**config.mk**
```make
export PLATFORM = sky130hd
export DESIGN_NAME = mux_n_to_1_stream
export DESIGN_NICKNAME = d
export VERILOG_FILES = /design/src/rtl/mux_n_to_1_stream.sv
export SDC_FILE = /design/constraint.sdc
export NUM_CORES = 1
export LEC_CHECK = 0
export CORE_MARGIN = 4
export CORE_UTILIZATION = 41
export CTS_CLUSTER_SIZE = 14
export DETAILED_ROUTE_END_ITERATION = 10
export GPL_TIMING_DRIVEN = 0
export PLACE_DENSITY_LB_ADDON = 0.12
export SLEW_MARGIN = 0
export SYNTH_ARGS = -nofsm -noshare
export SYNTH_HDL_FRONTEND = slang
export SYNTH_SLANG_ARGS = --single-unit
```
**constraint.sdc**
```tcl
create_clock -name clk -period 2.35 [get_ports clk]
set_input_delay 0.235 -clock clk [delete_from_list [all_inputs] [get_ports clk]]
set_output_delay 0.235 -clock clk [all_outputs]
set_load 0.01 [all_outputs]
```
**src/rtl/mux_n_to_1_stream.sv**
```systemverilog
// mux_n_to_1_stream: registered N-to-1 valid/ready word mux; define MUX_RR_EN to add the rr_mode round-robin arbiter.
module mux_n_to_1_stream #(
   parameter int WIDTH = 32,
   parameter int N = 3,
   parameter int SEL_W = 2
) (
   input  logic             clk,
   input  logic             rst_n,
   input  logic [N*WIDTH-1:0] in_data,
   input  logic [N-1:0]     in_valid,
   output logic [N-1:0]     in_ready,
   input  logic [SEL_W-1:0] sel,
`ifdef MUX_RR_EN
   input  logic             rr_mode,
`endif
   output logic [WIDTH-1:0] out_data,
   output logic             out_valid,
   input  logic             out_ready,
   output logic [SEL_W-1:0] out_chan,
   output logic             err
);
   localparam int P = 1 << SEL_W;
   logic [WIDTH-1:0] words [P];
   logic [P-1:0] valid_pad;
   logic sel_ok, sel_v, sel_mode, gnt_v, load_en, xfer;
   logic [SEL_W-1:0] gnt;
   for (genvar i = 0; i < P; i++) begin : g_words
      if (i < N) begin : g_ch
         assign words[i] = in_data[i*WIDTH +: WIDTH];
      end else begin : g_pad
         assign words[i] = '0;
      end
   end
   assign valid_pad = P'(in_valid);
   assign sel_ok = int'(sel) < N;
   assign sel_v = sel_ok && valid_pad[sel];
   assign load_en = !out_valid || out_ready;
`ifdef MUX_RR_EN
   logic [SEL_W-1:0] ptr, rr_g;
   logic rr_v;
   int best, dist;
   // Closest valid channel at or after ptr, measured as distance modulo N.
   always_comb begin
      rr_g = '0;
      best = N;
      dist = 0;
      for (int i = 0; i < N; i++) begin
         dist = (i + N - int'(ptr)) % N;
         if (in_valid[i] && dist < best) begin
            best = dist;
            rr_g = SEL_W'(i);
         end
      end
      rr_v = best < N;
   end
   assign sel_mode = !rr_mode;
   assign gnt_v = rr_mode ? rr_v : sel_v;
   assign gnt = rr_mode ? rr_g : sel;
   always_ff @(posedge clk or negedge rst_n)
      if (!rst_n) ptr <= '0;
      else if (xfer && rr_mode) ptr <= (int'(gnt) == N - 1) ? '0 : gnt + 1'b1;
`else
   assign sel_mode = 1'b1;
   assign gnt_v = sel_v;
   assign gnt = sel;
`endif
   assign xfer = load_en && gnt_v;
   assign in_ready = (xfer && rst_n) ? N'(1) << gnt : '0;
   always_ff @(posedge clk or negedge rst_n)
      if (!rst_n) begin
         out_data <= '0;
         out_valid <= 1'b0;
         out_chan <= '0;
         err <= 1'b0;
      end else begin
         err <= sel_mode && !sel_ok;
         if (xfer) begin
            out_data <= words[gnt];
            out_chan <= gnt;
            out_valid <= 1'b1;
         end else if (out_ready) begin
            out_data <= '0;
            out_valid <= 1'b0;
            out_chan <= '0;
         end
      end
endmodule

```
==> flow_summary.yaml <==
run_status:
  status: "complete, no violations"
sta:
  fmax_ghz: 0.448
  rsz0062_at_grt: "false"
  finalCritPeriodShare: 0.950
  whs_ps: 481
  fin_ws_ps: 117
  min_period_ps: 2230
  setup_tns_ps: 0
  fin_skew_ps: 9.79
  worst_pin_slew_ps: 498
  drv_slew: 0
  hold_violations: 0
  finalSetupViolCount: 0
  relSlewSlack: 0.667
detailed_routing:
  drc: 0
  drtIter0Drc: 118
  drt-vias-per-instance: 5.31
  ant_nets: 0
  routedWlPerCell_um: 17.3
  drt-pass1-iter-count: 5
  wl_um: 7420
  via_count: 2279
clocking:
  root_buffer: "clkbuf_8"
  insertion_delay_ps: 290
  numClockSinks: 36
  clk_pin_slew_ps: 70
  clock_path_buffers: 2
  postCtsSetupRepairBufs: 0
  cts_tree: "built"
  htreeDepth: 2
  numCtsBuffers: 5
critical_path:
  critPathCaptureType: "output port"
  cp.depth: 7
  cp_max_fo: 10
  cpMaxStageDelayCell: "clkdlybuf4s50_1"
  worstSetupPathType: "in2out"
  crit_buf_inv: 4
  r2r_cells: 3
  required_ps: 2120
  startpoint_type: "input port"
  crit_family: "buffers and inverters"
  crit_chain: "clkdlybuf4s50_1 -> buf_4 -> nor2b_2 -> o21ai_2 -> buf_6 -> nor4b_1 -> dlygate4sd2_1"
  crit_arrival_ps: 2000
  slowest_delay_ps: 530
placed_design:
  pre_cts_slack_ps: -169
  port_buffers: 142
  hpwl_um: 5710
  gp_congestion: 0.747
  placed_cells: 423
  placed_area_sq_um: 3960
die:
  rows: 27
  start_util: 0.434
  io_pins: 143
  die-area_sq_um: 7280
  core_sq_um: 5640
  die_w_um: 85.3
  die_height_um: 85.3
synthesis:
  syn_area_sq_um: 2450
  syn_nets: 313
  synth.avg_cell_area_sq_um: 11.7
  ys_seq_area_frac: 0.368
  postSynthCellCount: 209
  synth.distinct_cells: 25
  synth_seq_cells: 36
  synth_warnings: 0
min_path:
  hp-class: "in2async"
global_route:
  grt_max_degree: 39
  grt_pass1_wl_um: 11800
  grt_pass1_vias: 2415
  overflow: 0
  antenna_found_initial: 0
  grt_usage: 0.202
power:
  vdd_ir_drop_max_mv: 0.301
  power.switching_uw: 543
  internal_power_mw: 1.33
  p_clk_frac: 0.212
  seqPwrFrac: 0.388
  total_power_mw: 1.87
  switching_share: 0.290
  comb_power_share: 0.400
  leakage_nw: 1.61
  p_per_area_nw_per_um2: 462
finish:
  fin_area_sq_um: 4060
  fin_nets: 463
  final_core_util: 0.719
  final_cells: 429
  drive_gt1_frac: 0.252
  syn2layout_area_growth_pct: 65.6
  antenna_cells: 0
job:
  max-cap-violations: 0
[cell families after synthesis]
kind of cell,after synthesis,share of synthesized area
AOI/OAI and AO/OA,69,0.324
buffers and inverters,59,0.127
DFF,36,0.368
muxes,33,0.151
and+or+nand+nor,12,0.0306
[power by group through the flow]
stage                     clock [mW]  sequential, mW  combinational [mW]
final                          0.397           0.728               0.748
after detailed placement           0           0.738               0.749
after floorplan                    0           0.771               0.318
after CTS                      0.412           0.727               0.751
after global routing           0.442           0.735               0.806
after global placement             0           0.735               0.740
[area by class of cell]
cell class / instances / area, sq um
multi-input cells: 114 / 1240
repair buffers: 144 / 1450
fillers: 445 / 1580
plain buffers: 21 / 174
clock buffers: 5 / 68.8
well taps: 72 / 90.1
flip-flops and latches: 36 / 901
inverters: 37 / 139
[cells in the final DEF, fill, tap and decap left out, drive strengths merged, types with 2 or more instances in the layout]
cell type / n
a22oi: 32
buf: 22
clkbuf: 6
clkdlybuf4s50: 140
dfrtp: 36
inv: 37
mux2: 32
nor2: 3
nor2b: 2
o21ai: 2
o32ai: 33
[Yosys cell counts (all sizes together)]
cell type / number / area share
o21ai: 2 / 0.0056
nor3b: 1 / 0.0031
dfrtp: 36 / 0.37
buf: 22 / 0.070
mux2i: 1 / 0.0041
nand4bb: 1 / 0.0046
nand2: 1 / 0.0015
nor2b: 2 / 0.0061
nor4b: 1 / 0.0036
o32ai: 33 / 0.21
inv: 37 / 0.057
and2: 1 / 0.0026
o311ai: 1 / 0.011
nand2b: 1 / 0.0026
nand3: 1 / 0.0020
o22ai: 1 / 0.0026
mux2: 32 / 0.15
a22oi: 32 / 0.098
nor2: 3 / 0.0046
[final timing paths]
| check | from | end | slack, ps |
|---|---|---|---|
| setup reg to reg | out_valid$_DFFE_PN0P_ | out_data[22]$_DFFE_PN0P_ | 910 |
| hold reg to reg | out_data[16]$_DFFE_PN0P_ | out_data[16]$_DFFE_PN0P_ | 510 |
| setup / recovery | sel[0] | in_ready[2] | 120 |
| max in group asynchronous | rst_n | out_data[18]$_DFFE_PN0P_ | 1660 |
| min in group clk | out_data[16]$_DFFE_PN0P_ | out_data[16]$_DFFE_PN0P_ | 510 |
| hold / removal | rst_n | out_data[11]$_DFFE_PN0P_ | 480 |
[state kept, by name, indices dropped and copies added (netlist names)]
register / count
out_data: 32
out_chan: 2
err: 1
out_valid: 1
[routing by layer]
layer | share of wire | GRT usage
met5 | 0 | 0
met2 | 0.48 | 0.342
met4 | 0.018 | 0.0619
met3 | 0.091 | 0.0699
met1 | 0.41 | 0.240
[worst reg2reg max path: stages (launching register included)]
cell and delay, ps:
dfrtp_1 440, o311ai_4 520, buf_6 250, o32ai_2 100
[timing repair]
item / CTS / global route
setup endpoints to repair: 3 / 1
gates resized for setup: 2 / 2
hold buffers: 0 / 2
endpoints found under the hold margin: 0 / 36
No activity file was read; power rests on OpenSTA's default activity.
